`config.mk`:
```
export PLATFORM = sky130hd
export DESIGN_NAME = alu_issue
export DESIGN_NICKNAME = d
export VERILOG_FILES = /design/src/rtl/alu_issue_pkg.sv /design/src/rtl/alu_issue_regfile.sv /design/src/rtl/alu_issue.sv
export SDC_FILE = /design/constraint.sdc
export NUM_CORES = 1
export LEC_CHECK = 0
export ABC_AREA = 1
export CORE_AREA = 2 2 144 146
export DETAILED_ROUTE_END_ITERATION = 16
export DIE_AREA = 0 0 146 148
export PLACE_DENSITY = 0.77
export REMOVE_ABC_BUFFERS = 1
export SYNTH_ARGS = -nofsm -noshare
export SYNTH_HDL_FRONTEND = slang
export SYNTH_SLANG_ARGS = --single-unit
```
`constraint.sdc`:
```
create_clock -name clk -period 9 [get_ports clk]
set_clock_uncertainty 0.1 [all_clocks]
set_input_delay 0.9 -clock clk [delete_from_list [all_inputs] [get_ports clk]]
set_output_delay 0.9 -clock clk [all_outputs]
set_load 0.01 [all_outputs]
```
`src/rtl/alu_issue_pkg.sv`:
```
// alu_issue_pkg: shared constants for the ALU issue/writeback sequencer.
//   - ALUop codes driven on alu_op
//   - instruction field positions
//   - sequencer FSM state encoding
package alu_issue_pkg;

  localparam int CPU_WIDTH_DEF = 16;
  localparam int REG_NUM_DEF   = 8;
  localparam int INSTR_W       = 16;

  // ALUop codes; opcode[2:0] maps onto these one-to-one
  localparam logic [2:0] ADD_OP = 3'b000;
  localparam logic [2:0] SUB_OP = 3'b001;
  localparam logic [2:0] AND_OP = 3'b010;
  localparam logic [2:0] OR_OP  = 3'b011;
  localparam logic [2:0] XOR_OP = 3'b100;
  localparam logic [2:0] SLL_OP = 3'b101;
  localparam logic [2:0] SRL_OP = 3'b110;
  localparam logic [2:0] ILL_OP = 3'b111;

  // instruction field positions
  localparam int OPC_ITYPE_BIT = 15;
  localparam int OPC_LSB       = 12;
  localparam int RD_LSB        = 9;
  localparam int RS1_LSB       = 6;
  localparam int RS2_LSB       = 3;
  localparam int IMM_LSB       = 0;
  localparam int IMM_W         = 6;

  typedef enum logic [1:0] {
    S_IDLE   = 2'd0,
    S_DECODE = 2'd1,
    S_EXEC   = 2'd2,
    S_WB     = 2'd3
  } state_e;

  // only ADD/SUB report overflow into the sticky flag
  function automatic logic op_is_arith(input logic [2:0] op);
    return (op == ADD_OP) || (op == SUB_OP);
  endfunction

endpackage

```
`src/rtl/alu_issue_regfile.sv`:
```
// alu_issue_regfile: REG_NUM x CPU_WIDTH register file for the issue sequencer.
// Ports:
//   clk, rst                      clock, async active-high clear of all entries
//   rd_addr_a/rd_data_a           operand read port A (combinational)
//   rd_addr_b/rd_data_b           operand read port B (combinational)
//   dbg_addr/dbg_data             debug read port (combinational)
//   wr_en/wr_addr/wr_data         single write port; writes to r0 are dropped
// r0 always reads as zero.
module alu_issue_regfile #(
  parameter int CPU_WIDTH = 16,
  parameter int REG_NUM   = 8,
  parameter int ADDR_W    = $clog2(REG_NUM)
) (
  input  logic                 clk,
  input  logic                 rst,
  input  logic [ADDR_W-1:0]    rd_addr_a,
  output logic [CPU_WIDTH-1:0] rd_data_a,
  input  logic [ADDR_W-1:0]    rd_addr_b,
  output logic [CPU_WIDTH-1:0] rd_data_b,
  input  logic [ADDR_W-1:0]    dbg_addr,
  output logic [CPU_WIDTH-1:0] dbg_data,
  input  logic                 wr_en,
  input  logic [ADDR_W-1:0]    wr_addr,
  input  logic [CPU_WIDTH-1:0] wr_data
);

  logic [CPU_WIDTH-1:0] mem [REG_NUM];

  always_ff @(posedge clk or posedge rst) begin
    if (rst) begin
      for (int i = 0; i < REG_NUM; i++) begin
        mem[i] <= '0;
      end
    end else if (wr_en && (wr_addr != '0)) begin
      mem[wr_addr] <= wr_data;
    end
  end

  // r0 is forced to zero at the read mux so it never depends on storage
  assign rd_data_a = (rd_addr_a == '0) ? '0 : mem[rd_addr_a];
  assign rd_data_b = (rd_addr_b == '0) ? '0 : mem[rd_addr_b];
  assign dbg_data  = (dbg_addr  == '0) ? '0 : mem[dbg_addr];

endmodule

```
`src/rtl/alu_issue.sv`:
```
// alu_issue: multi-cycle issue/writeback sequencer in front of a combinational ALU.
// Ports:
//   clk, rst              clock, async active-high reset
//   instr/instr_valid     instruction input, accepted when instr_ready is high
//   instr_ready           high only in IDLE
//   alu_a/alu_b/alu_op    registered ALU operands/op, meaningful during EXEC
//   alu_out/alu_ovf       combinational ALU result, sampled at the end of EXEC
//   wb_valid/wb_rd/wb_data one-cycle writeback pulse with destination and value
//   illegal               one-cycle pulse (WB cycle) for opcode[2:0] == 111
//   ovf_flag/ovf_clr      sticky ADD/SUB overflow flag and its clear
//   dbg_addr/dbg_data     combinational debug register read
//
// state  | meaning
// IDLE   | waiting for instr_valid; instr_ready high
// DECODE | fields of the captured instruction decoded, operands latched
// EXEC   | alu_a/alu_b/alu_op presented; result sampled on exit
// WB     | wb_valid or illegal high; RF written on exit
module alu_issue
  import alu_issue_pkg::*;
#(
  parameter int CPU_WIDTH = CPU_WIDTH_DEF,
  parameter int REG_NUM   = REG_NUM_DEF
) (
  input  logic                 clk,
  input  logic                 rst,
  input  logic [15:0]          instr,
  input  logic                 instr_valid,
  output logic                 instr_ready,
  output logic [CPU_WIDTH-1:0] alu_a,
  output logic [CPU_WIDTH-1:0] alu_b,
  output logic [2:0]           alu_op,
  input  logic [CPU_WIDTH-1:0] alu_out,
  input  logic                 alu_ovf,
  output logic                 wb_valid,
  output logic [2:0]           wb_rd,
  output logic [CPU_WIDTH-1:0] wb_data,
  output logic                 illegal,
  output logic                 ovf_flag,
  input  logic                 ovf_clr,
  input  logic [2:0]           dbg_addr,
  output logic [CPU_WIDTH-1:0] dbg_data
);

  state_e               state;
  logic [INSTR_W-1:0]   instr_q;
  logic [2:0]           rd_q;
  logic                 ill_q;
  logic [CPU_WIDTH-1:0] rs1_data;
  logic [CPU_WIDTH-1:0] rs2_data;
  logic [CPU_WIDTH-1:0] imm_sext;
  logic [IMM_W-1:0]     imm6;
  logic                 ovf_set;

  assign instr_ready = (state == S_IDLE);

  assign imm6     = instr_q[IMM_LSB +: IMM_W];
  assign imm_sext = {{(CPU_WIDTH-IMM_W){imm6[IMM_W-1]}}, imm6};

  // alu_op is still holding the EXEC op when this is evaluated
  assign ovf_set = (state == S_EXEC) && !ill_q && alu_ovf && op_is_arith(alu_op);

  alu_issue_regfile #(
    .CPU_WIDTH (CPU_WIDTH),
    .REG_NUM   (REG_NUM),
    .ADDR_W    (3)
  ) u_regfile (
    .clk       (clk),
    .rst       (rst),
    .rd_addr_a (instr_q[RS1_LSB +: 3]),
    .rd_data_a (rs1_data),
    .rd_addr_b (instr_q[RS2_LSB +: 3]),
    .rd_data_b (rs2_data),
    .dbg_addr  (dbg_addr),
    .dbg_data  (dbg_data),
    .wr_en     (wb_valid),
    .wr_addr   (wb_rd),
    .wr_data   (wb_data)
  );

  always_ff @(posedge clk or posedge rst) begin
    if (rst) begin
      state    <= S_IDLE;
      instr_q  <= '0;
      rd_q     <= '0;
      ill_q    <= 1'b0;
      alu_a    <= '0;
      alu_b    <= '0;
      alu_op   <= ADD_OP;
      wb_valid <= 1'b0;
      wb_rd    <= '0;
      wb_data  <= '0;
      illegal  <= 1'b0;
      ovf_flag <= 1'b0;
    end else begin
      case (state)
        S_IDLE: begin
          // capture the word so the source may change it once accepted
          if (instr_valid) begin
            instr_q <= instr;
            state   <= S_DECODE;
          end
        end
        S_DECODE: begin
          rd_q   <= instr_q[RD_LSB +: 3];
          alu_op <= instr_q[OPC_LSB +: 3];
          ill_q  <= (instr_q[OPC_LSB +: 3] == ILL_OP);
          alu_a  <= rs1_data;
          alu_b  <= instr_q[OPC_ITYPE_BIT] ? imm_sext : rs2_data;
          state  <= S_EXEC;
        end
        S_EXEC: begin
          wb_rd    <= rd_q;
          wb_data  <= alu_out;
          wb_valid <= !ill_q;
          illegal  <= ill_q;
          state    <= S_WB;
        end
        S_WB: begin
          wb_valid <= 1'b0;
          illegal  <= 1'b0;
          state    <= S_IDLE;
        end
        default: state <= S_IDLE;
      endcase

      // set has priority over a simultaneous clear
      if (ovf_set) begin
        ovf_flag <= 1'b1;
      end else if (ovf_clr) begin
        ovf_flag <= 1'b0;
      end
    end
  end

endmodule

```
* Word-level counts from Yosys, hierarchy flattened
Cells that the tools add are included.
** Storage, ports and cells
- Bits in registers :: 207
- Input bits :: 40
- Output and inout port bits :: 74
- Logic and storage cells :: 73
** Operators by class
- Order comparisons :: 5
- Equality and inequality tests :: 6
- Mux-type cells :: 22
- Bitwise logic cells :: 4
- Reductions and logical operators :: 16
** Operators by type and width (number)
- $mux W16 :: 11
- $bmux W16 S3 :: 3
- $bwmux W128 :: 1
- $demux W16 S3 :: 1
- $ge A4 B4 Y1 const B :: 4
- $not A3 Y4 :: 4
- $logic_not A3 Y1 :: 4
- $pmux W2 S4 :: 1
- $logic_and A1 B1 Y1 :: 5
- $eq A2 B2 Y1 const B :: 2
- $lt A4 B1 Y1 const B :: 1
- $pmux W1 S2 :: 2
- $reduce_bool A2 Y1 :: 2
- $eq A3 B1 Y1 const B :: 1
- $eq A3 B3 Y1 const B :: 1
- $reduce_bool A3 Y1 :: 1
- $eq A2 B1 Y1 const B :: 1
- $logic_not A2 Y1 :: 1
- $mux W1 :: 2
- $mux W2 :: 1
- $ne A2 B2 Y1 const B :: 1
- $reduce_and A2 Y1 :: 1
- $logic_not A1 Y1 :: 1
- $logic_or A1 B1 Y1 :: 1

* Logic depth before layout (Yosys ltp)
- Depth in word-level cells :: 6
- Gate-level depth with buffers :: 10

* By module
A second synthesis with hierarchy kept.
** Second synthesis, totals
- Cell total of the unflattened synthesis :: 1784
- Area, all modules :: 11979.0 um^2
** Modules (own cells, without submodules)
- alu_issue_regfile :: instances 1, cells each 1400, area each 8729.6 um^2
- alu_issue :: instances 1, cells each 384, area each 3249.4 um^2

* Worst setup path after synthesis
OpenSTA, ideal clock, no wires.
- Path type :: input to output
- From :: input dbg_addr[0]
- To :: output dbg_data[0]
- Data arrival time :: 1.723 ns
- Slack :: 6.277 ns
- Stages on the path :: 8
- Cell sequence :: buf_6 -> inv_4 -> buf_8 -> buf_6 -> nor2_1 -> o22ai_1 -> nor2_1 -> nor2_1
** On the way
- Longest elaborated chain between the ends :: 5
** Ends and longest elaborated chain
- start: declaration :: line alu_issue.sv:40 : input logic [2:0] dbg_addr,
- $not A3 Y4 (implied by the code) :: line alu_issue_regfile.sv:42 : assign dbg_data = (dbg_addr == '0) ? '0 : mem[dbg_addr];
- $bmux W16 S3 :: line alu_issue_regfile.sv:42
- $mux W16 (implied by the code) (2 in a row) :: line alu_issue_regfile.sv:42
- $mux W16 * :: line alu_issue_regfile.sv:42
- end: declaration :: line alu_issue.sv:41 : output logic [CPU_WIDTH-1:0] dbg_data
Every way passes the cells marked *; elsewhere a longest branch is shown, timed or not. The select of a mux whose other input is x is not followed.

* Worst setup path in the final report
- From :: input dbg_addr[1]
- To :: output dbg_data[0]
Same word-level chain as after synthesis.

==> results.md <==
* Post-synth ARST share at 1.00
* Final setup violation count at 0
* Crit path DAT at about 3.5 ns
* Setup ws final at 4.48 ns
* Drt pass-1 iters at 7
* Final period utilization at 0.503
* Endpoints failing hold at 0
* Syn Area/Cell at 7.51 sq um
* Cts bufs inserted at 23
* Critical path type: in2out
* CTS hold repair buffers at 0
* Reg2reg start: state[1]$_DFFE_PP0P_
* Starting Density at 0.545
* CTS resizes at 0
* FP Rows at 52
* Worst flop-to-flop path endpoint: alu_b[11]$_DFFE_PP0N_
* Vias per inst at ~5.8
* Slew @ Worst Pin at ~1.2 ns
* Max cap viols at 0
* Worst Path Required at 8.00 ns
* RSZ-0062 raised after global routing: no
* Final wirelength at 32800 um
* Hold Crit Class: reg2reg
* Routed Antenna Nets at 0
* Final GP Congestion at approximately 0.9
* CORE AREA at between 20000 and 25000 sq um
* EDFF count, synth at 0
* Place WS at 4.59 ns
* Post-route setup TNS at 0 ns
* Area delta synth->final at 16.2%
* Final non-filler cell total at 1787
* Largest net degree at the start of global routing at 129
* Hpwl dp at 19100 um
* Post-layout util at 0.634
* Cells after DPL at between 1500 and 2000
* Routed WL per cell at between 15 and 20 um
* Antenna cell count at 0
* Grt total ovfl at 0
* Register area share after synthesis at 0.474
* Die Width at 146 um
* Synth top area cells: dfrtp_1 (47%), nand2_1 (14%), o21ai_0 (11%)
* Skew-Pair Late Insertion Delay at 0.52 ns
* Clock transition at the registers of the reported paths at 0.06 ns
* Clk buf depth at 3
* Max Freq at 0.221 GHz
* Cell depth of the worst flop-to-flop path at 8
* First-pass GRT wire length at 51200 um
* Nets at 1548
* Number of DRC markers in iteration 0 at 1365
* Setup bufs post-CTS at 0
* Hold Startpoint: u_regfile.mem[127]$_DFFE_PP0P_
* Cell accounting for the most synthesized area: dfrtp_1
* Share of cells above drive strength 1 at 0.0626
* Antenna violations before repair at 0
* Clock Root Buffer: clkbuf_16
* # port buffers at 113
* Die footprint at 21600 sq um
* Mapped Area at approximately 11000 sq um
* IO Pins at about 110
* Slew Limit Headroom at 0.207
* Hold path depth at 0
* Area fraction of the dominant cell type after synthesis at 0.474
* H-tree depth at 1
* Die outline height at about 150 um
* FF-to-FF setup slack at 5.72 ns
* Register bit count reported by yosys at 207
* Final Max Tran Viols at 0
* Clock Sinks at 207
* DRC Markers at 0
* Fill cells at 1762
* Crit. End Element: primary output
* Cell leakage power at 5.87 nW
* Critical path launch point type: input pin
* Total power per unit cell area at 353 nW/um^2
* Vias in the first global route at 9634
* TritonCTS clock tree: done
* Post-Synthesis Cells at 1456
* Yosys warning total at 0
* Most used DFF post-synth: dfrtp_1
* Worst-path fanout max at 40
* Worst vdd ir at between 0.2 and 0.3 mV
* Post-layout minimum cycle time at ~4.5 ns
* Vias at 10300
* Outcome: finished, final reports clean
* Synth cell types at 34
* Global-route usage over all layers at 0.300
* WHS Endpoint: u_regfile.mem[127]$_DFFE_PP0P_
==> cell usage after synthesis, types with 9 or more instances <==
| cell | count |
|---|---|
| o21ai_1 | 41 |
| o21ai_0 | 232 |
| dfrtp_1 | 207 |
| o211ai_1 | 15 |
| clkbuf_1 | 47 |
| nand2_1 | 402 |
| nand3_1 | 88 |
| inv_1 | 130 |
| buf_2 | 36 |
| nor2_1 | 84 |
| a21oi_1 | 81 |
| buf_4 | 9 |
| buf_6 | 11 |
| or2_2 | 15 |
==> metrics by stage <==
stage / power (mW) / area [sq um] / hold WS [ns]
floorplan: 2.66 / 10400 / 0.249
global placement: 3.44 / 12000 / 0.263
detailed placement: 3.49 / 12000 / 0.263
CTS: 4.45 / 12700 / 0.276
global route: 4.78 / 12700 / 0.289
finish: 4.48 / 12700 / 0.274
==> cells by family after synthesis <==
group           Yosys count  synth area share
flops                   207             0.474
compound gates          382             0.182
simple gates            609             0.230
buf+inv                 245             0.101
mux                       8           0.00824
fa+ha+maj                 5           0.00572
==> worst max path at each step <==
stage               slack [ns]                    to  depth (start not counted)        start
finish                    4.48           dbg_data[0]                          7  dbg_addr[1]
global route              4.44           dbg_data[0]                          7  dbg_addr[1]
CTS                       4.56           dbg_data[0]                          7  dbg_addr[1]
detailed placement        4.59           dbg_data[0]                          7  dbg_addr[1]
global placement          4.58          dbg_data[15]                          6  dbg_addr[2]
floorplan                 2.35  alu_a[0]$_DFFE_PP0N_                          1          rst
==> layout by cell type (no fill, tap or decap), drive strengths merged, types with 15 or more instances in the layout <==
master and instances:
or2 15, o21ai 273, buf 15, nand3 89, a21oi 83, clkdlybuf4s50 112, nor2 88, nand2 404
dfrtp 207, inv 141, o211ai 15, clkbuf 32
==> where the power goes <==
group / switching [mW] / internal, mW / total, mW
clock: 0.372 / 0.579 / 0.951
combinational: 1.25 / 0.728 / 1.98
sequential: 0.275 / 1.27 / 1.55
total: 1.90 / 2.58 / 4.48
==> layout make-up <==
cell class	count	area (sq um)	share of cell area
multi-input combinational	1004	4660	0.367
tap	270	338	0.0266
clock inverter	7	114	0.00896
clock buffer	32	639	0.0503
sequential	207	5180	0.408
timing repair buffer	127	1230	0.0969
inverter	140	538	0.0424
==> routing by layer <==
layer,GRT usage,vias to the layer above,wire length (um),share of wire
li1,-,4808,-,-
met1,0.412,4772,13400,0.41
met2,0.482,640,14800,0.45
met3,0.0537,85,3600,0.11
met4,0.111,0,1070,0.033
met5,0,-,0,0
==> critical path, stage by stage <==
cell and delay [ns]:
clkdlybuf4s50_1 0.46, buf_4 0.43, inv_2 0.43, nand3_4 0.42
nand2_1 0.10, nor2_1 0.19, clkdlybuf4s50_1 0.57
==> state kept, by name (all words and copies together), names as in the netlist <==
signal	count
rd_q	3
illegal	1
alu_a	16
instr_q	16
state	2
u_regfile.mem	128
alu_op	3
wb_data	16
ill_q	1
ovf_flag	1
alu_b	16
wb_valid	1
wb_rd	3
No activity file was read; power rests on OpenSTA's default activity.
